### config.mk
export PLATFORM = sky130hd
export DESIGN_NAME = wb_trace_buffer
export DESIGN_NICKNAME = d
export VERILOG_FILES = /design/src/rtl/wb_trace_buffer.sv
export SDC_FILE = /design/constraint.sdc
export NUM_CORES = 1
export LEC_CHECK = 0
export CAP_MARGIN = 25
export CORE_UTILIZATION = 45
export CTS_CLUSTER_DIAMETER = 30
export DETAILED_ROUTE_END_ITERATION = 7
export HOLD_SLACK_MARGIN = 0.15
export SYNTH_ARGS = -nofsm -noshare
export SYNTH_HDL_FRONTEND = slang
export SYNTH_SLANG_ARGS = --single-unit
### constraint.sdc
create_clock -name clk -period 8.75 [get_ports clk]
set_input_delay 2.625 -clock clk [delete_from_list [all_inputs] [get_ports clk]]
set_output_delay 2.625 -clock clk [all_outputs]
set_load 0.01 [all_outputs]
### src/rtl/wb_trace_buffer.sv
// Write-back trace buffer: FIFO of retired register writes, drained as byte-serial frames.
// Optional WB_TRACE_SEQ_EN prepends an 8-bit sequence number to every frame.
module wb_trace_buffer #(
  parameter int DEPTH  = 16,
  parameter int DROP_W = 8
) (
  input  logic                     clk,
  input  logic                     reset,
  input  logic                     clr,
  input  logic                     wb_we,
  input  logic [4:0]               wb_addr,
  input  logic [31:0]              wb_data,
  input  logic [4:0]               wb_pc,
  output logic [7:0]               out_data,
  output logic                     out_valid,
  input  logic                     out_ready,
  output logic [$clog2(DEPTH):0]   count,
  output logic [DROP_W-1:0]        drop_count,
  output logic                     overflow,
  output logic                     busy
);
  localparam int AW = $clog2(DEPTH);
  localparam int CW = AW + 1;
`ifdef WB_TRACE_SEQ_EN
  localparam int NB = 7;
`else
  localparam int NB = 6;
`endif
  localparam int FW = NB * 8;
  localparam int EW = FW - 6;

  typedef enum logic {IDLE, SEND} state_e;

  state_e              state_q, state_d;
  logic [CW-1:0]       wptr_q, wptr_d, rptr_q, rptr_d, count_q, count_d;
  logic [DROP_W-1:0]   drop_q, drop_d;
  logic                ovf_q, ovf_d;
  logic [FW-1:0]       frame_q, frame_d;
  logic [2:0]          idx_q, idx_d;
  logic [7:0]          dout_q, dout_d;
  logic [EW-1:0]       mem [DEPTH];
  logic [EW-1:0]       head, entry;
  logic [FW-1:0]       head_frame;
  logic                push, fire, last, pop, full, accept, drop;

`ifdef WB_TRACE_SEQ_EN
  logic [7:0] seq_q, seq_d;
  assign entry      = {seq_q, wb_pc, wb_addr, wb_data};
  assign head_frame = {head[49:42], 3'b0, head[41:37], 3'b0, head[36:32], head[31:0]};
`else
  assign entry      = {wb_pc, wb_addr, wb_data};
  assign head_frame = {3'b0, head[41:37], 3'b0, head[36:32], head[31:0]};
`endif

  assign head   = mem[rptr_q[AW-1:0]];
  assign push   = wb_we && (wb_addr != 5'd0) && !clr;
  assign fire   = (state_q == SEND) && out_ready;
  assign last   = (idx_q == 3'(NB-1));
  // A pop while full frees the slot the same-cycle push lands in.
  assign pop    = (count_q != '0) && ((state_q == IDLE) || (fire && last));
  assign full   = (count_q == CW'(DEPTH));
  assign accept = push && (!full || pop);
  assign drop   = push && full && !pop;

  always_comb begin
    state_d = state_q;
    wptr_d  = wptr_q;
    rptr_d  = rptr_q;
    drop_d  = drop_q;
    ovf_d   = ovf_q;
    frame_d = frame_q;
    idx_d   = idx_q;
    dout_d  = dout_q;
`ifdef WB_TRACE_SEQ_EN
    seq_d   = seq_q;
    if (accept) seq_d = seq_q + 8'd1;
`endif
    if (accept) wptr_d = wptr_q + CW'(1);
    if (pop)    rptr_d = rptr_q + CW'(1);
    count_d = count_q + CW'(accept) - CW'(pop);
    if (drop) begin
      ovf_d = 1'b1;
      if (drop_q != '1) drop_d = drop_q + DROP_W'(1);
    end
    if (pop) begin
      state_d = SEND;
      frame_d = head_frame;
      idx_d   = 3'd0;
      dout_d  = head_frame[FW-1 -: 8];
    end else if (fire) begin
      if (last) begin
        state_d = IDLE;
      end else begin
        frame_d = frame_q << 8;
        idx_d   = idx_q + 3'd1;
        dout_d  = frame_d[FW-1 -: 8];
      end
    end
    if (clr) begin
      state_d = IDLE;
      wptr_d  = '0;
      rptr_d  = '0;
      count_d = '0;
      drop_d  = '0;
      ovf_d   = 1'b0;
      idx_d   = 3'd0;
      dout_d  = 8'h00;
`ifdef WB_TRACE_SEQ_EN
      seq_d   = 8'h00;
`endif
    end
  end

  always_ff @(posedge clk) begin
    if (accept) mem[wptr_q[AW-1:0]] <= entry;
  end

  always_ff @(posedge clk or negedge reset) begin
    if (!reset) begin
      state_q <= IDLE;
      wptr_q  <= '0;
      rptr_q  <= '0;
      count_q <= '0;
      drop_q  <= '0;
      ovf_q   <= 1'b0;
      frame_q <= '0;
      idx_q   <= 3'd0;
      dout_q  <= 8'h00;
`ifdef WB_TRACE_SEQ_EN
      seq_q   <= 8'h00;
`endif
    end else begin
      state_q <= state_d;
      wptr_q  <= wptr_d;
      rptr_q  <= rptr_d;
      count_q <= count_d;
      drop_q  <= drop_d;
      ovf_q   <= ovf_d;
      frame_q <= frame_d;
      idx_q   <= idx_d;
      dout_q  <= dout_d;
`ifdef WB_TRACE_SEQ_EN
      seq_q   <= seq_d;
`endif
    end
  end

  assign out_data   = dout_q;
  assign out_valid  = (state_q == SEND);
  assign busy       = (state_q == SEND);
  assign count      = count_q;
  assign drop_count = drop_q;
  assign overflow   = ovf_q;
endmodule
### Yosys cells after proc, flatten, opt, wreduce, memory -nomap -nowiden

Memories as Yosys holds them, arrays and structs flattened.
Index checks and enable logic that the tools add are counted.
W data, S select, Z words.

| operators by class | value |
|---|---|
| $add $sub $neg | 6 |
| bitwise gates (word level) | 1 |
| reduce and logical (&&, ||, !) cells | 26 |
| equal/unequal tests | 5 |
| multiplexer cells | 27 |

Operators by type and width:

| cell | count |
|---|---|
| $mux W40 | 3 |
| $mux W8 | 7 |
| $mux W5 | 5 |
| $mux W3 | 4 |
| $add A5 B1 Y5 const B | 2 |
| $reduce_bool A2 Y1 | 5 |
| $reduce_bool A5 Y1 | 2 |
| $add A8 B1 Y8 const B | 1 |
| $logic_and A1 B1 Y1 | 8 |
| $mux W1 | 8 |
| $ne A8 B8 Y1 const B | 1 |
| $reduce_and A2 Y1 | 4 |
| $reduce_bool A3 Y1 | 2 |
| $add A5 B1 Y5 | 1 |
| $eq A5 B5 Y1 const B | 1 |
| $sub A5 B1 Y5 | 1 |
| $add A3 B1 Y3 const B | 1 |
| $eq A3 B3 Y1 const B | 1 |
| $logic_not A1 Y1 | 3 |
| $ne A3 B2 Y1 const B | 1 |
| $logic_or A1 B1 Y1 | 2 |
| $ne A2 B1 Y1 const B | 1 |
| $not A1 Y1 | 1 |

| storage, ports and cells | value |
|---|---|
| bits in registers | 76 |
| bits in writable memories | 672 |
| bits of input ports | 47 |
| memories | 1 |

Memory list:

| name | words | width | read ports | clocked after memory_dff | wr ports | RTL line | source |
|---|---|---|---|---|---|---|---|
| mem | 16 | 42 | 1 | 0 | 1 | 41 | `logic [EW-1:0] mem [DEPTH];` |

### Longest topological paths before layout

Gate-level depths: netlist of the first run.

| depth | value |
|---|---|
| word-level depth | 9 |
| gate-level depth with buffers | 15 |
| mapped depth without buffers | 14 |

### Least setup slack after synthesis of the first run

OpenSTA, ideal clock, no wires.

| path | value |
|---|---|
| kind | in2reg |
| from | input port out_ready |
| to | memory mem[0][0] in the netlist's numbering, enable pin |
| path buffers | 1 |
| stages | 6 |
| setup time | 0.561 ns |
| arrival | 7.812 ns |
| data required time | 8.189 ns |
| setup slack | 0.377 ns |
| path through | nand3_1 -> and4_1 -> clkbuf_1 -> nor2_1 -> clkinv_1 -> nor4b_1 |

| between the ends | value |
|---|---|
| longest elaborated chain between the ends | 8 |

Ends and longest elaborated chain:

| element | RTL line | source |
|---|---|---|
| from (decl) | 16 | `input logic out_ready,` |
| $logic_and A1 B1 Y1 | 57 | `assign fire = (state_q == SEND) && out_ready;` |
| $logic_and A1 B1 Y1 | 60 | `assign pop = (count_q != '0) && ((state_q == IDLE) \|\| (fire && last));` |
| $logic_or A1 B1 Y1 | 60 |  |
| $logic_and A1 B1 Y1 | 60 |  |
| $logic_or A1 B1 Y1 | 62 | `assign accept = push && (!full \|\| pop);` |
| $logic_and A1 B1 Y1 | 62 |  |
| $mux W1 | 115 | `if (accept) mem[wptr_q[AW-1:0]] <= entry;` |
| $mux W1 (implied by the code) | 115 |  |
| to (decl) | 41 |  |

Every way passes these cells.

### Worst setup path in the final report of the first run

| path | value |
|---|---|
| from | input port wb_addr[3] |
| to | register count_q[4] (netlist: count[4]) |

| between the ends | value |
|---|---|
| longest elaborated chain between the ends | 7 |

Ends and longest elaborated chain:

| element | RTL line | source |
|---|---|---|
| from (decl) | 11 | `input logic [4:0] wb_addr,` |
| $reduce_bool A5 Y1 | 56 | `assign push = wb_we && (wb_addr != 5'd0) && !clr;` |
| $logic_and A1 B1 Y1 (2 in series) | 56 |  |
| $logic_and A1 B1 Y1 | 62 |  |
| $add A5 B1 Y5 | 80 | `count_d = count_q + CW'(accept) - CW'(pop);` |
| $sub A5 B1 Y5 | 80 |  |
| $mux W5 | 99 | `if (clr) begin` |
| via count_d[4] | 35 | `logic [CW-1:0] wptr_q, wptr_d, rptr_q, rptr_d, count_q, count_d;` |
| to (signal assigned) | 136 | `count_q <= count_d;` |
| to (decl) | 35 |  |

The timed path passes the listed nets, and every way through them passes these cells.
A chain may end at the register's enable or synchronous reset.

==> impl_metrics.toml, run 1 <==
[sta]
whs_ps = 518
finalCriticalPeriod_ps = 6340
tightest_slew_ps = 1000
hold_viol_final = 0
skew_ps = 24.5
finalSetupTns_ps = 0
slew_headroom_pct = 33.1
rsz0062_at_grt = "no"
final-setup-viol-count = 0
fmax_mhz = 158
period_share_pct = 72.4
drv_slew = 0

[critical_path]
cp.arrival_ps = 6950
worstSetupPathType = "input port to flop"
required_ps = 9360
cp-end-kind = "flop"
reg2reg_to = "count[4]$_DFF_PN0_"
r2r_slack_ps = 4660
reg2regPathDepth = 14
crit_fanout = 17
regToRegStartpoint = "count[2]$_DFF_PN0_"
setup.worst_path.start_class = "input port"

[final_layout]
final_nets = 1641
layout_common_cells = "edfxtp_1, mux4_2, clkbuf_16, nand2_1, dfrtp_1"
mostFrequentLayoutCell = "edfxtp_1"
fin_cells = 2546
drive_above_1_share_pct = 30.3
area_growth_pct = 22.7
final_util_pct = 56.3

[global_routing]
grt_max_degree = 75
antenna_found_initial = 2
overflow = 0
grt_pass1_wl_mm = 97.7
grt_usage_pct = 20.3
first_global_vias = 15442

[synthesis]
synth-simple-area-share_pct = 2.99
ys_warn_count = 0
synth_xor_area_share_pct = 0.240
syn_inst = 1415
muxShareOfSynthArea_pct = 16.1
synth-seq-cells = 746
synth_compound_area_share_pct = 2.76
synth_top_flop_cell = "edfxtp_1"
synth_edf_count = 672
syn_nets = 1477
async_flop_share_pct = 9.92
synth.distinct_cells = 46
synth_top_family_by_area = "multiplexers"
synth.avg_cell_area_um2 = 20.6
syn_area_um2 = 29200
synth_fa_ha_area_share_pct = 0.670
synth_seq_area_share_pct = 75.6

[die]
core_um2 = 63500
die_h_um = 257
num_io_pins = 71
die_area_um2 = 65800
fp-row-count = 92
start_util_pct = 45.9
die_w_um = 257

[run]
maxCapViolations = 0

[hold_path]
hold_class = "flop to flop"
min_path_cells = 2
hold_start = "out_data[5]$_DFFE_PN0P_"
min_to = "out_data[5]$_DFFE_PN0P_"

[drt]
drc_errors = 0
vias_per_cell = 5.66
finalWirelength_mm = 64.0
vias = 14402
postRouteAntennaNets = 0
dr.pass1.iters = 5
drtIter0Drc = 1092
wl_per_cell_um = 25.1

[placement]
place_inst = 2280
dp_hpwl_mm = 33.0
place.gp.congestion = 0.743
numPortBuffers = 70

[power_and_ir_drop]
power.total_mw = 11.6
power_density_nw_per_um2 = 323
peakVddDrop_v = 0.000224
leakage_nw = 11.8

[cts]
clkSlewWorstSetupHoldPaths_ps = 40
cts_tree = "done"
root_buffer = "clkbuf_16"
clk_path_buf_depth = 3
htree_levels = 4
cts.sinks = 746
hold_buffers = 0
insertion_delay_ps = 710
postCtsSetupRepairBufs = 0
cts_resized = 0
numCtsBuffers = 141

[run_status]
status = "completed"
==> power by group <==
group          leakage, nW  switching, mW  internal (mW)
Sequential            6.97          0.156           4.06
Clock                 2.39           1.76           3.70
Combinational         2.39          0.934          0.945
==> cells by family after synthesis <==
kind of cell	count (synthesis)
AO/OA/AOI/OAI	117
XOR/XNOR	8
adder cells (fa/ha/maj)	15
buffers and inverters	100
flip-flops	746
multiplexers	250
AND/OR/NAND/NOR	179
==> sequential cells by signal, summed over array words and instances (netlist names) <==
| register | count |
|---|---|
| overflow | 1 |
| drop_count | 8 |
| frame_q | 40 |
| count | 5 |
| busy | 1 |
| idx_q | 3 |
| rptr_q | 4 |
| wptr_q | 4 |
| out_data | 8 |
| mem | 672 |
==> cells in the mapped netlist (2+ instances only) <==
master,number,share of area (%)
edfxtp_1,672,69
mux4_2,168,13
nand2_1,98,1.3
dfrtp_1,74,6.4
mux2_2,63,2.4
clkbuf_1,35,0.45
a31oi_1,29,0.62
o22ai_1,29,0.62
buf_2,26,0.45
a21oi_1,20,0.34
mux2i_1,19,0.65
nand3_1,16,0.27
nor2_1,16,0.21
ha_1,14,0.60
inv_1,14,0.18
and4_1,12,0.36
buf_1,9,0.12
buf_6,8,0.31
o221ai_1,8,0.24
buf_4,7,0.18
nand4_1,7,0.15
nor2b_1,7,0.15
nor4_1,7,0.15
nor4b_1,7,0.21
a2111oi_0,5,0.15
o211a_1,5,0.17
o32a_1,5,0.17
xnor2_1,5,0.15
o31ai_1,4,0.10
and3_1,3,0.064
or4_1,3,0.077
xor2_1,3,0.090
a211oi_1,2,0.051
o211ai_2,2,0.086
o21ai_0,2,0.034
==> routing by layer <==
| metal | up-vias | global-route usage [%] | wire (um) |
|---|---|---|---|
| met5 | - | 0 | 0 |
| met4 | 0 | 8.43 | 1870 |
| met3 | 125 | 4.17 | 3230 |
| met2 | 409 | 33.4 | 32000 |
| met1 | 7624 | 26.2 | 26900 |
| li1 | 6244 | - | - |
==> cell type report <==
class                           instances  area [um^2]
Fill cell                            4725        27800
Sequential cell                       746        22000
Multi-Input combinational cell        569         6720
Clock buffer                          179         3800
Clock inverter                         83         1070
Tap cell                              846         1060
Timing Repair Buffer                  106         1010
Inverter                               15         56.3
Antenna cell                            2         5.00
==> per-stage QoR <==
step                      area, um^2  setup slack (ps)
after floorplan                29200               377
after global placement         30800              1880
after detailed placement       30800              1810
after CTS                      35700              2540
after global routing           35800              2150
final                          35800              2410
==> how the worst max path moves through the flow <==
stage	from	endpoint	slack, ps
global route	wb_addr[3]	count[4]$_DFF_PN0_	2150
global placement	wb_addr[3]	count[4]$_DFF_PN0_	1880
CTS	wb_addr[2]	count[4]$_DFF_PN0_	2540
finish	wb_addr[3]	count[4]$_DFF_PN0_	2410
detailed placement	wb_addr[2]	count[4]$_DFF_PN0_	1810
floorplan	out_ready	mem[0][0]$_DFFE_PP_	380
==> worst max-delay path, stage by stage <==
cell and delay [ps]:
clkdlybuf4s50_1 840, or4_1 360, o21ai_0 120, buf_4 180, nor2_1 460, clkinv_1 500, ha_1 450, inv_1 50
ha_1 200, fa_1 440, a21oi_1 160, nor2_1 60, or3_1 340, a21oi_1 150
Power figures use the tool's default switching activity.
==> run 2, diff against run 1 <==
clock period = 6.4 ns   (was 8.75 ns; I/O delays follow)
==> impl_metrics.toml, run 2 (synthesis results as in run 1) <==
[critical_path]
regToRegStartpoint = "count[2]$_DFF_PN0_"
r2r_slack_ps = 3030
path_cells = "clkdlybuf4s50_1 -> buf_4 -> or4_1 -> o21ai_0 -> nor2_1 -> buf_4 -> clkinv_1 -> ha_1 -> inv_1 -> ha_1 -> fa_1 -> a21oi_1 -> nor2_1 -> or3_1 -> a21oi_1"
cpPeakStageDelay_ps = 660
reg2regPathDepth = 13
crit_slowest_cell = "or4_1"
cp.arrival_ps = 5290
crit_fanout = 17
required_ps = 7010
setup.worst_path.start_class = "input port"
cp-end-kind = "flop"
worstSetupPathType = "input port to flop"
reg2reg_to = "count[4]$_DFF_PN0_"

[final_layout]
final_util_pct = 56.1
fin_cells = 2547
drive_above_1_share_pct = 30.5
largest_reg_flops = 672
final_area_um2 = 35700
mostFrequentLayoutCell = "edfxtp_1"
area_growth_pct = 22.3
layout_common_cells = "edfxtp_1, mux4_2, clkbuf_16, nand2_1, dfrtp_1"
final_nets = 1648

[sta]
slew_headroom_pct = 30.8
fmax_mhz = 213
rsz0062_at_grt = "no"
period_share_pct = 73.2
worst_slack_ps = 1710
final-setup-viol-count = 0
whs_ps = 518
skew_ps = 22.2
finalCriticalPeriod_ps = 4690
drv_slew = 0
hold_viol_final = 0
tightest_slew_ps = 1040

[hold_path]
hold_start = "frame_q[6]$_DFFE_PN0P_"
min_to = "frame_q[6]$_DFFE_PN0P_"
hold_class = "flop to flop"
min_path_cells = 2

[drt]
drc_errors = 0
postRouteAntennaNets = 0
dr.pass1.iters = 6
drtIter0Drc = 1104
vias = 14570
vias_per_cell = 5.72
wl_per_cell_um = 26.3
finalWirelength_mm = 67.1

[global_routing]
grt_max_degree = 81
first_global_vias = 15358
grt_usage_pct = 21.1
overflow = 0
antenna_found_initial = 1
grt_pass1_wl_mm = 101

[run]
maxCapViolations = 0

[cts]
clk_path_buf_depth = 3
root_buffer = "clkbuf_16"
htree_levels = 4
cts_tree = "done"
postCtsSetupRepairBufs = 0
numCtsBuffers = 136
cts.sinks = 746
hold_buffers = 0
cts_resized = 0
insertion_delay_ps = 700
clkSlewWorstSetupHoldPaths_ps = 50

[power_and_ir_drop]
peakVddDrop_v = 0.000287
leakage_nw = 11.7
power_density_nw_per_um2 = 434

[die]
die_h_um = 257
num_io_pins = 71
fp-row-count = 92
die_area_um2 = 65800
core_um2 = 63500
start_util_pct = 45.9
die_w_um = 257

[placement]
place_inst = 2291
dp_hpwl_mm = 37.7
place.gp.congestion = 0.770
pre_cts_slack_ps = 1030
placed_cell_area_um2 = 31000
numPortBuffers = 70

[run_status]
status = "completed"
==> run 2: cell types whose count changed in the layout (fill, tap and decap cells not counted), sizes merged <==
cell	change
buf	+12
bufinv	-5
clkbuf	-16
clkinv	+2
clkinvlp	+2
diode	-1
inv	+7
==> run 2: area by class of cell <==
type	instances	area, um^2
fill	4764	27900
inverter	15	56.3
clock buffer	163	3660
clock inverter	89	950
tap	846	1060
multi-input combinational	569	6720
sequential	746	22000
timing repair buffer	118	1180
antenna	1	2.50
==> run 2: metal layers <==
metal | up-vias | global-route usage, % | routed length, um
met4 | 0 | 8.85 | 2000
met5 | - | 0 | 0
met3 | 118 | 4.54 | 3300
li1 | 6264 | - | -
met2 | 415 | 34.2 | 33800
met1 | 7773 | 27.8 | 27900
==> run 2: power breakdown <==
part | total [mW] | switching (mW) | leakage (nW) | internal (mW)
clock | 7.10 | 2.37 | 2.26 | 4.73
sequential | 5.82 | 0.277 | 6.97 | 5.55
combinational | 2.55 | 1.26 | 2.47 | 1.30
==> run 2: critical path, delay by kind of cell <==
family	cells	cell delay (ps)
adders and majority gates	3	760
and+or+nand+nor	4	1130
buffers and inverters	5	870
AOI/OAI and AO/OA	3	610
==> run 2: worst max path at each step <==
stage	startpoint	end	slack [ps]	depth (start not counted)
finish	wb_addr[2]	count[4]$_DFF_PN0_	1710	15
detailed placement	wb_addr[2]	count[4]$_DFF_PN0_	1030	15
CTS	wb_addr[2]	count[4]$_DFF_PN0_	1750	15
floorplan	out_ready	mem[0][0]$_DFFE_PP_	-1270	6
global route	wb_addr[2]	count[4]$_DFF_PN0_	1520	15
global placement	wb_addr[2]	count[4]$_DFF_PN0_	1010	15
==> run 2: per-stage QoR <==
| step | TNS, ps | power (mW) |
|---|---|---|
| floorplan | -393080 | 7.73 |
| global placement | 0 | 8.49 |
| detailed placement | 0 | 8.51 |
| CTS | 0 | 15.7 |
| global route | 0 | 16.1 |
| finish | 0 | 15.5 |
==> run 3, diff against run 2 <==
clock period = 4.8 ns   (was 6.4 ns; I/O delays follow)
==> impl_metrics.toml, run 3 (synthesis results as in run 1) <==
[placement]
dp_hpwl_mm = 38.7
place.gp.congestion = 0.761
pre_cts_slack_ps = 182
place_inst = 2312
numPortBuffers = 70

[cts]
root_buffer = "clkbuf_16"
clkSlewWorstSetupHoldPaths_ps = 40
clk_path_buf_depth = 3
insertion_delay_ps = 700
postCtsSetupRepairBufs = 0
hold_buffers = 0
cts_resized = 0
numCtsBuffers = 138
cts.sinks = 746
cts_tree = "done"
htree_levels = 4

[final_layout]
fin_cells = 2568
final_util_pct = 56.8
area_growth_pct = 23.7
mostFrequentLayoutCell = "edfxtp_1"
diodes = 0
multi_input_area_um2 = 6790
final_nets = 1668
seq_area_um2 = 22000
largest_reg_flops = 672
layout_common_cells = "edfxtp_1, mux4_2, clkbuf_16, nand2_1, dfrtp_1"
drive_above_1_share_pct = 31.6
nFillCells = 4725

[die]
num_io_pins = 71
start_util_pct = 45.9
die_w_um = 257
die_area_um2 = 65800
die_h_um = 257
fp-row-count = 92
core_um2 = 63500

[critical_path]
cp-end-kind = "flop"
cp.arrival_ps = 4520
worstSetupPathType = "input port to flop"
required_ps = 5430
setup.worst_path.start_class = "input port"
crit_fanout = 2

[sta]
drv_slew = 0
tightest_slew_ps = 967
fmax_mhz = 257
finalSetupTns_ps = 0
hold_viol_final = 0
slew_headroom_pct = 35.5
worst_slack_ps = 910
final-setup-viol-count = 0
rsz0062_at_grt = "no"
skew_ps = 35.1
finalCriticalPeriod_ps = 3890
period_share_pct = 81.0

[power_and_ir_drop]
leakage_nw = 11.9
peakVddDrop_v = 0.000289
power.total_mw = 21.1
power_density_nw_per_um2 = 585

[drt]
finalWirelength_mm = 66.8
dr.pass1.iters = 5
drtIter0Drc = 1202
vias = 14624
postRouteAntennaNets = 0
drc_errors = 0
vias_per_cell = 5.69
wl_per_cell_um = 26.0

[global_routing]
grt_pass1_wl_mm = 101
first_global_vias = 15707
overflow = 0
grt_usage_pct = 21.0
antenna_found_initial = 0
grt_max_degree = 57

[run_status]
status = "completed"

[hold_path]
hold_class = "flop to flop"

[run]
maxCapViolations = 0
[run 3: cell types whose count changed in the layout (fill, tap and decap cells not counted), moves of 6 or more]
cell | previous run | this run
inv_6 | 13 | 6
nor4b_4 | 0 | 6
buf_4 | 40 | 60
clkinv_4 | 5 | 11
nor4b_2 | 6 | 0
[run 3: metrics by stage]
step / hold WS [ps] / instance area (um^2)
after floorplan: 477 / 29200
after global placement: 503 / 31200
after detailed placement: 504 / 31200
after CTS: 514 / 36100
after global routing: 548 / 36100
final: 516 / 36100
[run 3: per-layer routing]
metal / GRT usage [%] / wire, um / vias up / share of wire, %
met5: 0 / 0 / - / 0
met1: 27.5 / 27900 / 7798 / 42
met2: 34.4 / 33800 / 417 / 51
li1: - / - / 6292 / -
met4: 9.06 / 2020 / 0 / 3.0
met3: 4.11 / 3160 / 117 / 4.7
[run 3: final timing paths]
kind	startpoint	depth (start not counted)	end	slack, ps
hold / removal	frame_q[5]$_DFFE_PN0P_	2	frame_q[5]$_DFFE_PN0P_	520
setup reg to reg	count[2]$_DFF_PN0_	13	count[4]$_DFF_PN0_	1490
min in group asynchronous	reset	1	drop_count[2]$_DFFE_PN0P_	830
max in group asynchronous	reset	2	drop_count[6]$_DFFE_PN0P_	3120
hold reg to reg	frame_q[5]$_DFFE_PN0P_	2	frame_q[5]$_DFFE_PN0P_	520
setup / recovery	wb_addr[0]	14	count[4]$_DFF_PN0_	910
[run 3: worst max-delay path, cell delays in order]
cell,delay [ps]
clkdlybuf4s50_1,410
or4_1,520
buf_4,180
o21ai_0,280
nor2_1,110
clkinv_1,100
ha_1,140
inv_1,40
ha_1,200
fa_1,420
a21oi_1,150
nor2_1,60
or3_1,340
a21oi_1,140
[run 3: power by group]
group | leakage, nW | switching (mW) | internal, mW
logic | 2.56 | 1.75 | 1.78
clock network | 2.33 | 3.39 | 6.46
registers | 6.97 | 0.321 | 7.40
[run 3: layout make-up]
class	count	area share, %
flip-flops and latches	746	61.1
multi-input cells	569	18.8
clock buffers	159	9.91
repair buffers	136	3.55
clock inverters	97	3.50
well taps	846	2.94
inverters	15	0.156
